--- config.mk ---
export PLATFORM = sky130hd
export DESIGN_NAME = obuf_responder
export DESIGN_NICKNAME = d
export VERILOG_FILES = /design/src/rtl/obuf_responder.sv
export SDC_FILE = /design/constraint.sdc
export NUM_CORES = 2
export LEC_CHECK = 0
export ABC_AREA = 1
export ABC_CLOCK_PERIOD_IN_PS = 6250
export CELL_PAD_IN_SITES_DETAIL_PLACEMENT = 0
export CELL_PAD_IN_SITES_GLOBAL_PLACEMENT = 1
export CORE_MARGIN = 3
export CORE_UTILIZATION = 47
export CTS_CLUSTER_DIAMETER = 50
export DETAILED_ROUTE_END_ITERATION = 16
export PLACE_DENSITY_LB_ADDON = 0.3
export SLEW_MARGIN = 20
export SYNTH_ARGS = -nofsm -noshare
export SYNTH_HDL_FRONTEND = slang
export SYNTH_SLANG_ARGS = --single-unit
export TNS_END_PERCENT = 20
--- constraint.sdc ---
create_clock -name CLK -period 6.25 [get_ports CLK]
set_input_delay 0.625 -clock CLK [delete_from_list [all_inputs] [get_ports CLK]]
set_output_delay 0.625 -clock CLK [all_outputs]
set_load 0.01 [all_outputs]
--- src/rtl/obuf_responder.sv ---
// obuf_responder -- 16x64 output buffer with a single memory port and a
// drain engine that streams words 0..len-1 out over a valid/ready channel.
//
// Ports
//   CLK, RST            clock, asynchronous active-high reset
//   EN_O, RW_O          memory-port enable and direction (1 = write)
//   ADDR_O, WDATA_O     memory-port address and write data
//   RDATA_O             registered read data, holds between reads
//   DRAIN_START         one-cycle drain request, DRAIN_LEN sampled with it
//   DRAIN_LEN           words to drain from address 0 (1..16 accepted)
//   DOUT_VALID/READY    output stream handshake
//   DOUT_DATA/ADDR/LAST stream word, its source address, final-word flag
//   BUSY                drain in progress
//   WR_CNT              saturating count of port writes since reset
module obuf_responder #(
  parameter int DEPTH = 16,
  parameter int DW    = 64
) (
  input  logic          CLK,
  input  logic          RST,
  input  logic          EN_O,
  input  logic          RW_O,
  input  logic [3:0]    ADDR_O,
  input  logic [DW-1:0] WDATA_O,
  output logic [DW-1:0] RDATA_O,
  input  logic          DRAIN_START,
  input  logic [4:0]    DRAIN_LEN,
  output logic          DOUT_VALID,
  input  logic          DOUT_READY,
  output logic [DW-1:0] DOUT_DATA,
  output logic [3:0]    DOUT_ADDR,
  output logic          DOUT_LAST,
  output logic          BUSY,
  output logic [4:0]    WR_CNT
);

  localparam logic [4:0] MAX_LEN = 5'(DEPTH);

  typedef enum logic [1:0] {
    S_IDLE    = 2'd0,
    S_FETCH   = 2'd1,
    S_PRESENT = 2'd2
  } state_t;

  state_t        state_q, state_d;
  logic [DW-1:0] mem_q [DEPTH];
  logic [DW-1:0] rdata_q;
  logic [DW-1:0] ddata_q;
  logic [3:0]    daddr_q;
  logic          dvalid_q;
  logic          dlast_q;
  logic [4:0]    len_q;
  logic [3:0]    ptr_q;
  logic [4:0]    wr_cnt_q;

  logic port_wr, port_rd;
  logic start_ok, fetch, hs;

  assign port_wr = EN_O &  RW_O;
  assign port_rd = EN_O & ~RW_O;

  // Next-state and per-cycle strobes for the drain engine.
  always_comb begin
    state_d  = state_q;
    start_ok = 1'b0;
    fetch    = 1'b0;
    hs       = 1'b0;
    case (state_q)
      S_IDLE: begin
        if (DRAIN_START && DRAIN_LEN != 5'd0 && DRAIN_LEN <= MAX_LEN) begin
          start_ok = 1'b1;
          state_d  = S_FETCH;
        end
      end
      S_FETCH: begin
        // Any port access owns the memory this cycle; retry next cycle.
        if (!EN_O) begin
          fetch   = 1'b1;
          state_d = S_PRESENT;
        end
      end
      S_PRESENT: begin
        if (dvalid_q && DOUT_READY) begin
          hs      = 1'b1;
          state_d = dlast_q ? S_IDLE : S_FETCH;
        end
      end
      default: state_d = S_IDLE;
    endcase
  end

  always_ff @(posedge CLK or posedge RST) begin
    if (RST) state_q <= S_IDLE;
    else     state_q <= state_d;
  end

  // Storage is intentionally not reset.
  always_ff @(posedge CLK) begin
    if (port_wr) mem_q[ADDR_O] <= WDATA_O;
  end

  always_ff @(posedge CLK or posedge RST) begin
    if (RST) begin
      rdata_q  <= '0;
      ddata_q  <= '0;
      daddr_q  <= '0;
      dvalid_q <= 1'b0;
      dlast_q  <= 1'b0;
      len_q    <= '0;
      ptr_q    <= '0;
      wr_cnt_q <= '0;
    end else begin
      if (port_rd) rdata_q <= mem_q[ADDR_O];
      if (port_wr && wr_cnt_q != 5'd31) wr_cnt_q <= wr_cnt_q + 5'd1;

      if (start_ok) begin
        len_q <= DRAIN_LEN;
        ptr_q <= '0;
      end
      // The output register snapshots the word; later port writes to the
      // same address do not disturb a word already presented.
      if (fetch) begin
        ddata_q  <= mem_q[ptr_q];
        daddr_q  <= ptr_q;
        dlast_q  <= ({1'b0, ptr_q} == len_q - 5'd1);
        dvalid_q <= 1'b1;
      end
      if (hs) begin
        dvalid_q <= 1'b0;
        dlast_q  <= 1'b0;
        if (!dlast_q) ptr_q <= ptr_q + 4'd1;
      end
    end
  end

  assign RDATA_O    = rdata_q;
  assign DOUT_VALID = dvalid_q;
  assign DOUT_DATA  = ddata_q;
  assign DOUT_ADDR  = daddr_q;
  assign DOUT_LAST  = dlast_q;
  assign BUSY       = (state_q != S_IDLE);
  assign WR_CNT     = wr_cnt_q;

endmodule

# == Word level (Yosys, flattened, before mapping) ==
# Memories as Yosys holds them, arrays and structs flattened. A register that Yosys moved wholly into a read port is not among the register bits.
# Index checks and enable logic that the tools add are counted.
# word_totals
n_memories,1
ramBits,1024
out_inout_bits,140
reg_bits,22
input_bits,79
wordCells,51
# memory_table
name,words,word_bits,read_ports,rd_ports_with_merged_regs,write_ports,line,text
mem_q,16,64,2,2,1,46,logic [DW-1:0] mem_q [DEPTH];
# classes
n_eq_ne,7
order_cmp,1
n_bitwise,3
n_reduce_logical,9
muxes,20
add_sub_neg,3
# op_table
operator,count
1-bit 2-to-1 mux,13
4-bit 2-to-1 mux,3
2-bit 2-to-1 mux,3
"2-bit inequality test, second input constant",3
2-bit case mux with 3 select lines,1
"5-bit by 1-bit adder with 5-bit output, second input constant",1
4-bit by 5-bit equality test with 1-bit output,1
"5-bit less-or-equal comparator, second input constant",1
"5-bit inequality test, second input constant",1
5-bit nonzero test,1
"5-bit by 1-bit subtractor with 5-bit output, second input constant",1
"4-bit by 1-bit adder with 4-bit output, second input constant",1
1-bit logical AND,4
2-bit nonzero test,2
3-bit AND reduction,1
1-bit bitwise AND,2
"2-bit by 1-bit equality test with 1-bit output, second input constant",1
"2-bit equality test, second input constant",1
2-bit logical NOT,1
1-bit inverter,1

# == Longest topological paths before layout ==
# depth
depth_word,8
mapped_depth,12
mapped_depth_nobuf,9

# == Worst setup path after synthesis ==
# OpenSTA, ideal clock, no wires.
# synth_timing
kind,in2reg
from,in ADDR_O[3]
to,mem mem_q[8][0] (enable)
path_stages,6
arrival_time_ps,4044
required_ps,5764
setup_time_ps,486
n_path_buf,2
slack_ps,1719
path_cell_list,inv_1 > nor2_1 > buf_2 > buf_1 > inv_1 > nor2_1
# synth_rtl
item,line,text
"start, declared",23,"input logic [3:0] ADDR_O,"
"end, declared",46,
# No word-level cell before the write port.

==> results.txt <==
----------------------------------------------------
[Outcome]
  Status ... finished clean

[Synth]
  Synth cell types ... 25
  Sequential share of the synthesized area ... 0.606
  Warnings, synthesis ... 0
  Post-Syn Nets ... 6,650
  Cell count after synthesis ... 6,567
  Main area contributors after synthesis ... edfxtp_1 (54%), nand2_1 (23%), nand3_1 (7.0%)
  Post-Synthesis Mean Instance Area ... 8.67 um2
  Library cell with the largest summed area after synthesis ... edfxtp_1
  Share of Yosys cell area claimed by the top area cell type ... 0.540
  Synthesized cell area ... 57,000 um2
  Register bit total from synthesis ... 1,174

[Setup path]
  Worst endpoint required time ... 6.93 ns
  Largest fanout on the critical path ... 123
  Highest-delay cell along the critical path ... buf_4
  Critical path's top delay family ... buffers and inverters
  Series of cell instances along the critical path ... clkbuf_8 > inv_8 > buf_4 > buf_4 > nand3_1 > nand4_1 > nand2_1 > nand2_1 > nor2_1 > nor2_1
  Critical Path Sink Type ... flip-flop
  WS Path Type ... input port to flip-flop
  CP bufs+invs ... 4
  Sort of element at the start of the critical path ... input port
  Worst endpoint data arrival time ... 4.09 ns
  Largest incremental delay on the critical path ... 0.84 ns

[STA]
  Post-route clock period utilization ... 0.545
  Max-slew headroom at the worst pin ... 0.213
  Final hold viol count ... 0
  Least-Margin Pin Slew ... 1.18 ns
  Clock skew ... 0.0222 ns
  Final Slew Violations ... 0
  Number of failing setup endpoints in the final timing report ... 0
  Final worst path period need ... 3.41 ns
  Setup repair after global routing missed its margin ... no
  Max Fclk ... 0.293 GHz
  Final sum of negative setup slack ... 0 ns

[Worst hold path]
  Worst hold path class ... input port to asynchronous set/reset pin

[Clock tree]
  Later-pin clock latency in the skew report ... 0.76 ns
  Clock-pin slew reported for the worst setup and hold paths after clock tree synthesis ... 0.06 ns
  Hold Buf Count CTS ... 0
  H-tree depth ... 4
  Post-CTS resize count ... 0
  CTS root buffer ... clkbuf_16
  Number of buffers added by the clock tree synthesis step ... 144
  Number of clock sinks ... 1,174
  CTS tree ... done
  Clock buffer depth ... 3
  Number of buffers added for setup after CTS ... 0

[Routing]
  Post-route antenna net violation count ... 0
  Via-per-instance ratio ... 5.67
  First-pass iteration count of the detailed router ... 6
  DR DRC count ... 0
  Detail-routed net length per standard cell ... 23.3 um
  Total wire length ... 194 mm
  Number of DRC markers in iteration 0 ... 5,032
  Via total after detailed routing ... 47,103

[Run]
  Max-cap check violation count ... 0

[Global routing]
  Vias in the first global route ... 45,513
  Wire length of the first global-routing pass ... 289 mm
  Initial antenna violation count ... 7
  Total routing resource utilization after global routing ... 0.305
  Total congestion overflow after global routing ... 0
  Pin count of the biggest net entering global routing ... 173

[Floorplan]
  Height of the die ... 354 um
  Cell Rows ... 127
  I/O pin count ... 219
  Die Width ... 354 um
  Core box area ... 120,000 um2
  Initial core utilization ... 0.474
  Die Outline Area ... 125,000 um2

[Final layout]
  Synthesis-to-finish area growth ... 14.0%
  Final instance area ... 64,900 um2
  Share of post-route cells with drive strength above 1 ... 0.0489
  Most common library cell in the layout ignoring fill and taps ... nand2_1
  Core occupancy in the finished layout ... 0.541
  Non-Filler Instances ... 8,303
  Commonest cells after routing, fill and taps aside ... nand2_1 (3,483), edfxtp_1 (1,024), nand3_1 (798)
  Net count, final ... 6,657

[Place]
  Estimated wirelength of the detail-placed design ... 95.1 mm
  Final RePlAce weighted congestion ... 0.800
  Number of buffers added on ports ... 218
  Placed Cells incl. Taps ... 8,040
  Placement-stage cell area ... 60,100 um2

[Pwr]
  Worst supply voltage drop on vdd ... 0.350 mV
  Leakage Power ... 26.6 nW
  Power Density ... 369 nW/um2

----------------------------------------------------
==> layer usage <==
metal  vias to the layer above  track usage  share of wire
met3                       403       0.0565          0.093
met5                         -            0        0.00014
met4                         4        0.116          0.036
met2                      2376        0.489           0.46
li1                      21700            -              -
met1                     22620        0.415           0.41
==> synthesized netlist by cell type (all sizes together) <==
cell type,n
edfxtp,1024
a21oi,10
clkbuf,109
and3,1
nor3,3
nor3b,1
xnor2,5
o211ai,70
nor2,345
nand3,798
ha,4
nand2,3483
xor2,5
o21ai,128
buf,324
nand4,66
inv,41
dfrtp,150
==> flip-flops by register name, summed over array words and instances, names as in the netlist <==
register	flops
state_q	2
DOUT_ADDR	4
WR_CNT	5
DOUT_DATA	64
len_q	5
ptr_q	4
mem_q	1024
DOUT_VALID	1
RDATA_O	64
DOUT_LAST	1
==> power breakdown <==
group / switching [mW] / total [mW] / leakage (nW) / internal, mW
registers: 0.291 / 9.23 / 11.0 / 8.93
clock network: 3.33 / 8.56 / 2.34 / 5.23
logic: 4.22 / 6.17 / 13.3 / 1.95
==> through the flow <==
stage	hold WS, ns	power, mW	setup slack (ns)
after floorplan	0.476	13.2	1.59
after global placement	0.461	15.5	2.19
after detailed placement	0.465	15.5	2.15
after CTS	0.359	24.0	2.95
after global routing	0.382	25.0	2.66
final	0.348	24.0	2.84
==> final timing paths <==
check,startpoint,endpoint,slack (ns),depth (start not counted)
max,ADDR_O[1],RDATA_O[46],2.84,10
max in group asynchronous,RST,RDATA_O[41],4.86,3
min in group CLK,DOUT_DATA[58],DOUT_DATA[58],0.48,2
min,RST,DOUT_DATA[9],0.35,2
min reg2reg,DOUT_DATA[58],DOUT_DATA[58],0.48,2
max reg2reg,ptr_q[3],DOUT_DATA[9],3.08,6
==> area by class of cell <==
| type | instances | area, um2 |
|---|---|---|
| fillers | 10964 | 55200 |
| flip-flops and latches | 1174 | 34500 |
| multi-input cells | 4919 | 20300 |
| clock buffers | 192 | 3980 |
| repair buffers | 294 | 3000 |
| well taps | 1612 | 2020 |
| clock inverters | 68 | 852 |
| inverters | 41 | 220 |
| diodes | 3 | 7.51 |
==> logic make-up after synthesis <==
kind of cell,share of synthesized area
compound gates,0.0213
flops,0.606
simple gates,0.330
fa+ha+maj,0.000879
xor+xnor,0.00154
buf+inv,0.0403
Power figures use the tool's default switching activity.
